==> src/rtl/fifo_wptr_full.sv <==
// Write-side pointer and full/level logic for an asynchronous FIFO.
// It keeps a binary write pointer, publishes it in Gray code, and flags full/almost-full against the synchronized read pointer.
module fifo_wptr_full #(
  parameter int ADDR_SIZE    = 4,
  parameter int AFULL_THRESH = 12
) (
  input  logic                 clk,
  input  logic                 rst,
  input  logic                 wr_en,
  input  logic [ADDR_SIZE:0]   rd_ptr_gray_sync,
  output logic                 wr_accept,
  output logic [ADDR_SIZE-1:0] wr_addr,
  output logic [ADDR_SIZE:0]   wr_ptr_gray,
  output logic                 full,
  output logic                 almost_full,
  output logic [ADDR_SIZE:0]   fill_level,
  output logic                 overflow
);

  localparam int PW = ADDR_SIZE + 1;
  localparam logic [PW-1:0] AF_TH = PW'(AFULL_THRESH);

  function automatic logic [PW-1:0] bin2gray(input logic [PW-1:0] b);
    return b ^ (b >> 1);
  endfunction

  function automatic logic [PW-1:0] gray2bin(input logic [PW-1:0] g);
    logic [PW-1:0] b;
    b[PW-1] = g[PW-1];
    for (int i = PW - 2; i >= 0; i--) begin
      b[i] = b[i+1] ^ g[i];
    end
    return b;
  endfunction

  logic [PW-1:0] r_wbin;
  logic [PW-1:0] r_wgray;
  logic          r_full;
  logic          r_afull;
  logic [PW-1:0] r_level;
  logic          r_ovf;

  logic [PW-1:0] w_wbin_next;
  logic [PW-1:0] w_wgray_next;
  logic [PW-1:0] w_rbin;
  logic [PW-1:0] w_level_next;
  logic [PW-1:0] w_full_gray;
  logic          w_accept;

  assign w_accept     = wr_en & ~r_full;
  assign w_wbin_next  = r_wbin + {{ADDR_SIZE{1'b0}}, w_accept};
  assign w_wgray_next = bin2gray(w_wbin_next);
  assign w_rbin       = gray2bin(rd_ptr_gray_sync);
  // Modulo subtraction keeps the level correct across pointer wrap.
  assign w_level_next = w_wbin_next - w_rbin;
  // Full in Gray space: top two bits inverted, remainder equal.
  assign w_full_gray  = {~rd_ptr_gray_sync[PW-1:PW-2], rd_ptr_gray_sync[PW-3:0]};

  always_ff @(posedge clk) begin
    if (rst) begin
      r_wbin  <= '0;
      r_wgray <= '0;
      r_full  <= 1'b0;
      r_afull <= 1'b0;
      r_level <= '0;
      r_ovf   <= 1'b0;
    end else begin
      r_wbin  <= w_wbin_next;
      r_wgray <= w_wgray_next;
      r_full  <= (w_wgray_next == w_full_gray);
      r_afull <= (w_level_next >= AF_TH);
      r_level <= w_level_next;
      if (wr_en && r_full) begin
        r_ovf <= 1'b1;
      end
    end
  end

  assign wr_accept   = w_accept;
  assign wr_addr     = r_wbin[ADDR_SIZE-1:0];
  assign wr_ptr_gray = r_wgray;
  assign full        = r_full;
  assign almost_full = r_afull;
  assign fill_level  = r_level;
  assign overflow    = r_ovf;

endmodule

==> config.mk <==
export PLATFORM = sky130hd
export DESIGN_NAME = fifo_wptr_full
export DESIGN_NICKNAME = d
export VERILOG_FILES = /design/src/rtl/fifo_wptr_full.sv
export SDC_FILE = /design/constraint.sdc
export NUM_CORES = 1
export LEC_CHECK = 0
export ABC_AREA = 1
export CAP_MARGIN = 20
export CORE_MARGIN = 2
export CORE_UTILIZATION = 44
export CTS_BUF_LIST = sky130_fd_sc_hd__clkbuf_4
export CTS_CLUSTER_DIAMETER = 30
export CTS_CLUSTER_SIZE = 8
export DETAILED_ROUTE_END_ITERATION = 10
export GPL_TIMING_DRIVEN = 0
export HOLD_SLACK_MARGIN = 0.06
export PLACE_DENSITY = 0.84
export SYNTH_ARGS = -nofsm -noshare
export SYNTH_HDL_FRONTEND = slang
export SYNTH_SLANG_ARGS = --single-unit
==> constraint.sdc <==
create_clock -name clk -period 2.1 [get_ports clk]
set_input_delay 0.42 -clock clk [delete_from_list [all_inputs] [get_ports clk]]
set_output_delay 0.42 -clock clk [all_outputs]
set_load 0.05 [all_outputs]
After elaboration in Yosys (flattened, before gate mapping)

Cells that the tools add are included.

Flip-flop bits (word level): 18
Input port bits: 8
Output and inout bits: 18

Order comparisons: 1
Bitwise gates (word level): 8
Equal/unequal tests: 1
$add $sub $neg: 2
Reductions and logical operators: 1

Operators by type and width:

| cell                 | count |
|---|---|
| $add A5 B1 Y5        | 1 |
| $eq A5 B5 Y1         | 1 |
| $ge A5 B4 Y1 const B | 1 |
| $sub A5 B5 Y5        | 1 |
| $xor A5 B4 Y5        | 1 |
| $xor A1 B1 Y1        | 4 |
| $not A2 Y2           | 1 |
| $and A1 B1 Y1        | 1 |
| $logic_and A1 B1 Y1  | 1 |
| $not A1 Y1           | 1 |

Longest topological paths before layout

Gate-level depths: netlist (run 1).

Word-level depth: 6
Gate-level depth with buffers: 16
Gate-level depth less buffers: 16

Worst setup path before layout (run 1)

Ideal clock, no wire load.

Kind: reg-to-reg
From: register r_full, in the netlist full
To: register r_level[3], in the netlist fill_level[3]
Path buffers: 0
Setup time: 0.115 ns
Arrival: 2.929 ns
Required time: 1.985 ns
Stages on the path, launching flop included: 12
Period minus slack after synthesis: 3.044 ns
Slack: -0.944 ns
Path through: dfxtp_1 > nor2_1 > ha_1 > ha_1 > nand2_2 > nand2_4 > inv_2 > ha_1 > a21oi_1 > o21ai_0 > xor2_1 > and2_1

Cells in the longest elaborated chain, start to end: 4

RTL lines:

| item                     | RTL line | text |
|---|---|---|
| start, declared          | 38       | `logic r_full;` |
| start signal, assigned   | 70       | `r_full <= (w_wgray_next == w_full_gray);` |
| $not A1 Y1               | 50       | `assign w_accept = wr_en & ~r_full;` |
| $and A1 B1 Y1            | 50       |  |
| named net wr_accept      | 11       | `output logic wr_accept,` |
| $add A5 B1 Y5            | 51       | `assign w_wbin_next = r_wbin + {{ADDR_SIZE{1'b0}}, w_accept};` |
| named net w_wbin_next[2] | 43       | `logic [PW-1:0] w_wbin_next;` |
| $sub A5 B5 Y5            | 55       | `assign w_level_next = w_wbin_next - w_rbin;` |
| end signal, assigned     | 72       | `r_level <= w_level_next;` |
| end, declared            | 40       | `logic [PW-1:0] r_level;` |

The timed path passes the listed nets, and every way through them passes these cells.
A chain may end at the register's enable or synchronous reset.

Worst setup path after layout (run 1)

From: register r_wbin[1]
To: output port wr_addr[1]

RTL lines:

| item                   | RTL line | text |
|---|---|---|
| start, declared        | 36       | `logic [PW-1:0] r_wbin;` |
| start signal, assigned | 68       | `r_wbin <= w_wbin_next;` |
| end, declared          | 12       | `output logic [ADDR_SIZE-1:0] wr_addr,` |

No word-level cell between the ends.

==> run_results.csv, run 1 <==
group,metric,value,unit
synthesis,synth_cell_types,21,
timing,drv_slew,0,
cells_and_area,area_growth,56.77,%
synthesis,synthCells,134,
synthesis,ys_seq_area_frac,0.3542,
synthesis,syn_avg_cell_area,7.171,um2
setup_path,cp_slowest_cell,"clkdlybuf4s50_1",
cells_and_area,seq_area,344.1,um2
setup_path,worst-path-buf-inv,1,
global_routing,grt_start_max_net_pins,11,
cells_and_area,multi_input_area,665.6,um2
setup_path,cp-end-kind,"primary output",
global_routing,gr-usage-met2,0.3772,
global_routing,antenna_found_initial,0,
cells_and_area,layout_commonest_cell,"nand2_1",
timing,worst_slack,0.05741,ns
cells_and_area,layout_common_cells,"nand2_1 (29), clkdlybuf4s50_1 (19), dfxtp_1 (16), buf_4 (12)",
die,die_area,0.002574,mm2
die,rows,16,
clocking,clock_latency,0.30,ns
clocking,root_buffer,"clkbuf_4",
global_routing,grtUsageMet1,0.2268,
run_status,status,"complete, no violations",
route,routed_via_density,5.124,
timing,min_period,2.043,ns
cells_and_area,antenna_cells,0,
setup_path,max_stage_delay,0.85,ns
synthesis,synth_fp_nets,149,
timing,rsz0062_at_grt,"true",
route,ant_nets,0,
global_routing,grt_pass1_wl,4.036,mm
clocking,h-tree-depth,1,
clocking,tritoncts,"built",
setup_path,worstPathMaxFanout,5,
global_routing,grt-ovfl-total,0,
synthesis,yosys_warnings,0,
synthesis,yosys_register_bits,17,
die,pin_count,26,
cells_and_area,fin_nets,191,
route,drc,0,
setup_path,crit_arrival,1.62,ns
setup_path,crit_required,1.68,ns
die,die_x,50.73,um
placed_design,dp_hpwl,1.808,mm
placed_design,post-place-ws,-0.8153,ns
min_path,min_path_type,"input port to flop",
timing,hold_violations,0,
power_and_ir_drop,total_leakage_power,0.0007075,uW
setup_path,worstSetupPathType,"flop to primary output",
global_routing,met3_usage,0.02679,
die,dieHeight,50.73,um
die,core-area,0.002002,mm2
route,vias,1035,
run,drv_cap,0,
timing,clock.fmax,489.6,MHz
die,initial_core_util,0.4800,
synthesis,synth_area,960.9,um2
timing,tightest_slew,0.5042,ns
clocking,clk_path_buf_depth,2,
power_and_ir_drop,power,981.8,uW
timing,finalSetupViolCount,0,
setup_path,crit_path_cell_trace,"clkdlybuf4s50_1",
placed_design,routabilityCongestion,0.8466,
global_routing,grt_pass1_vias,991,
route,drt-total-wl,2.615,mm
cells_and_area,drive_gt1_frac,0.3314,
power_and_ir_drop,p_per_area,651.8,mW/mm2
setup_path,worst_path_dominant_cell_family,"buffers and inverters",
clocking,clkSlewWorstSetupHoldPaths,0.10,ns
timing,min_period_over_period,0.9727,
route,wl_per_cell,12.95,um
timing,fin_hold_ws,0.4067,ns
global_routing,track_usage,0.2139,
route,drt_iter0_markers,30,
timing,finClkSkew,0.003881,ns
power_and_ir_drop,ir_drop,0.5885,mV
clocking,numCtsBuffers,3,
route,firstDrtPassIters,4,
cells_and_area,fillers,151,
clocking,cts_sinks,17,
setup_path,startpoint_type,"flop",
timing,slew_headroom,0.6628,
clocking,postCtsHoldBufs,0,
global_routing,busiest_layer,"met2",
placed_design,port_buffers,25,
routing by layer:
| metal | vias up | wire [um] |
|---|---|---|
| met5 | - | 0 |
| met3 | 12 | 140 |
| met1 | 471 | 990 |
| met4 | 0 | 114 |
| met2 | 43 | 1368 |
| li1 | 509 | - |
flip-flops by register name, indices dropped and copies added (netlist names):
name         count
r_wbin           5
full             1
fill_level       5
overflow         1
almost_full      1
wr_ptr_gray      4
synthesized netlist by cell type:
library cell,number,area share
a21o_1,1,0.0078
a21oi_1,7,0.036
and2_1,1,0.0065
buf_6,1,0.012
clkbuf_1,1,0.0039
dfxtp_1,17,0.35
fa_1,1,0.021
ha_1,6,0.078
inv_1,13,0.051
inv_2,4,0.016
nand2_1,35,0.14
nand2_2,6,0.039
nand2_4,1,0.012
nand3_1,14,0.073
nand3_2,3,0.031
nand4_1,4,0.026
nor2_1,12,0.047
nor2_2,2,0.013
o21ai_0,2,0.010
o21bai_1,1,0.0078
xor2_1,2,0.018
final cells by class:
| class | count | share of cell area |
|---|---|---|
| Inverter | 17 | 0.05731 |
| Buffer | 2 | 0.009967 |
| Tap cell | 27 | 0.02243 |
| Multi-Input combinational cell | 98 | 0.4419 |
| Sequential cell | 17 | 0.2284 |
| Clock buffer | 3 | 0.01495 |
| Clock inverter | 1 | 0.003322 |
| Timing Repair Buffer | 37 | 0.2218 |
cells by family after synthesis:
group | count (synthesis) | synth area share
AO/OA/AOI/OAI | 11 | 0.06250
flip-flops | 17 | 0.3542
buffers and inverters | 19 | 0.08203
XOR/XNOR | 2 | 0.01823
AND/OR/NAND/NOR | 78 | 0.3841
adder cells (fa/ha/maj) | 7 | 0.09896
path summary, 6_finish.rpt:
check	from	end	slack (ns)	cells past startpoint
hold / removal	rd_ptr_gray_sync[3]	full	0.41	4
setup / recovery	r_wbin[1]	wr_addr[1]	0.06	1
setup reg to reg	full	almost_full	0.06	14
hold reg to reg	overflow	overflow	0.49	2
report_power, final:
part           switching [uW]  internal, uW
combinational             265           169
clock                     112          71.1
sequential               12.0           353
worst reg2reg max path: stages, from the launching register on:
cell and delay, ns:
dfxtp_4 0.38, nor2_4 0.04, ha_4 0.17, ha_4 0.19, inv_1 0.07, nand2_2 0.08
nand2_4 0.10, inv_4 0.05, ha_4 0.28, inv_2 0.05, o21bai_1 0.18, a21o_1 0.15
nand3_2 0.06, nand3_2 0.08, nand2_1 0.06
what timing repair did:
item | 4_1_cts | 5_1_grt
setup endpoints to repair | 6 | 4
gates resized for setup | 26 | 18
setup buffers | 5 | 7
pin swaps | 7 | 10
endpoints found under the hold margin | 0 | 0
per-stage QoR:
stage	setup TNS, ns	area [um2]	util	std cells
after floorplan	-0.2495	1039	-	134
after global placement	-3.645	1323	0.6606	186
after detailed placement	-4.072	1323	0.6606	186
after CTS	0	1418	0.7081	195
after global routing	-0.03332	1506	0.7525	202
final	0	1506	0.7525	202
No activity file was read; power rests on OpenSTA's default activity.
==> run 2: changes to the inputs <==
- CORE_UTILIZATION: 44 -> 40
- PLACE_DENSITY: 0.84 -> 0.78
==> run 2 against run 1 <==
  * Count of clock-buffer cells in the layout is 1 higher
  * Worst hold slack lost 0.0015 ns
  * First-iteration DRC count is 37% lower
  * Global-route usage decreased by 0.18 points
  * Utilization fell by 5.1 points
  * Register-to-register slack improved by 0.04 ns
  * Die area grew 9.2%
  * Largest power group unchanged
  * Cell area is 4.0% higher
  * Critical endpoint unchanged
  * Critical path depth is the same
  * Via count is 2.0% higher
==> run_results.csv, run 2 (synthesis gave the netlist of run 1 again) <==
group,metric,value,unit
placed_design,dp_hpwl,1.787,mm
placed_design,routabilityCongestion,0.8427,
route,firstDrtPassIters,4,
cells_and_area,fin_util,0.7014,
die,core-area,0.002233,mm2
global_routing,grtUsageMet1,0.2509,
power_and_ir_drop,ir_drop,0.4854,mV
route,wl_per_cell,12.77,um
die,dieHeight,53.02,um
setup_path,cp_slowest_cell,"clkdlybuf4s50_1",
run_status,status,"complete, no violations",
timing,min_period_over_period,0.9748,
global_routing,grt_pass1_vias,999,
timing,finalSetupViolCount,0,
global_routing,gr-usage-met2,0.3813,
global_routing,busiest_layer,"met2",
power_and_ir_drop,p_per_area,641.2,mW/mm2
die,die_area,0.002811,mm2
clocking,cts_sinks,17,
setup_path,startpoint_type,"flop",
die,pin_count,26,
placed_design,port_buffers,25,
timing,tightest_slew,0.4969,ns
power_and_ir_drop,total_leakage_power,0.0007516,uW
timing,finClkSkew,0.01057,ns
cells_and_area,drive_gt1_frac,0.3730,
cells_and_area,fillers,179,
setup_path,crit_path_cell_trace,"clkdlybuf4s50_1",
cells_and_area,layout_common_cells,"nand2_1 (29), buf_4 (22), clkdlybuf4s50_1 (19), dfxtp_1 (16)",
clocking,tritoncts,"built",
cells_and_area,area_growth,63.02,%
setup_path,worst-path-buf-inv,1,
setup_path,worstPathMaxFanout,5,
clocking,clk_path_buf_depth,2,
cells_and_area,multi_input_area,655.6,um2
clocking,h-tree-depth,1,
setup_path,crit_required,1.68,ns
placed_design,post-place-ws,-0.8016,ns
global_routing,grt_pass1_wl,4.278,mm
setup_path,worst_path_dominant_cell_family,"buffers and inverters",
setup_path,max_stage_delay,0.85,ns
clocking,clock_latency,0.30,ns
global_routing,grt-ovfl-total,0,
cells_and_area,antenna_cells,0,
die,die_x,53.02,um
clocking,clkSlewWorstSetupHoldPaths,0.10,ns
route,vias,1056,
cells_and_area,layout_commonest_cell,"nand2_1",
timing,hold_violations,0,
global_routing,met3_usage,0.01695,
min_path,min_path_type,"input port to flop",
global_routing,grt_start_max_net_pins,11,
run,drv_cap,0,
setup_path,worstSetupPathType,"flop to primary output",
setup_path,cp-end-kind,"primary output",
timing,drv_slew,0,
clocking,root_buffer,"clkbuf_4",
die,rows,17,
route,routed_via_density,4.958,
global_routing,antenna_found_initial,0,
setup_path,crit_arrival,1.63,ns
clocking,numCtsBuffers,3,
route,drt_iter0_markers,19,
timing,clock.fmax,488.5,MHz
cells_and_area,seq_area,341.6,um2
timing,min_period,2.047,ns
cells_and_area,fin_nets,201,
timing,slew_headroom,0.6677,
die,initial_core_util,0.4303,
global_routing,track_usage,0.2121,
route,drt-total-wl,2.720,mm
route,drc,0,
route,ant_nets,0,
setup_path,r2r_slack,0.10,ns
timing,rsz0062_at_grt,"true",
timing,worst_slack,0.05285,ns
run 2: worst paths after layout:
check                           cells after the start                start          end
worst max-delay path                                1            r_wbin[1]   wr_addr[1]
worst min-delay path                                4  rd_ptr_gray_sync[3]         full
worst max register to register                     14                 full  almost_full
worst min register to register                      2             overflow     overflow
run 2: layout make-up:
type	count	share of cell area
plain buffers	2	0.009585
multi-input cells	98	0.4185
well taps	28	0.02236
inverters	17	0.05351
flip-flops and latches	17	0.2181
clock buffers	4	0.01917
repair buffers	47	0.2588
run 2: tightest hold or removal path, stage by stage:
cell	delay, ns
buf_6	0.09
nand2_1	0.06
nand2_1	0.07
nor2_2	0.04
run 2: power breakdown:
group	switching, uW	internal, uW	leakage (uW)
combinational	263	181	0.000593
clock	108	87.0	0.0000184
sequential	12.4	354	0.000140
run 2: routing by layer:
| layer | share of wire | routed length (um) |
|---|---|---|
| met4 | 0.023 | 63 |
| met2 | 0.52 | 1407 |
| met5 | 0 | 0 |
| met1 | 0.43 | 1165 |
| met3 | 0.031 | 83 |
run 2: repair_timing:
item / in CTS / in global routing
resized for setup: 22 / 17
setup buffers: 15 / 7
pin swaps: 7 / 11
hold buffers: 0 / 0
endpoints found under the setup margin: 7 / 3
run 2: metrics by stage:
step                total power, uW  hold WS [ns]  instances  instance area (um2)  TNS (ns)
finish                         1004        0.4052        213                 1567         0
CTS                           974.6        0.4350        206                 1481         0
floorplan                     638.2        0.4891        134                 1039   -0.2495
detailed placement            752.7        0.4768        187                 1324    -4.313
global route                   1049        0.4096        213                 1567  -0.01900
global placement              740.8        0.4434        187                 1324    -3.727
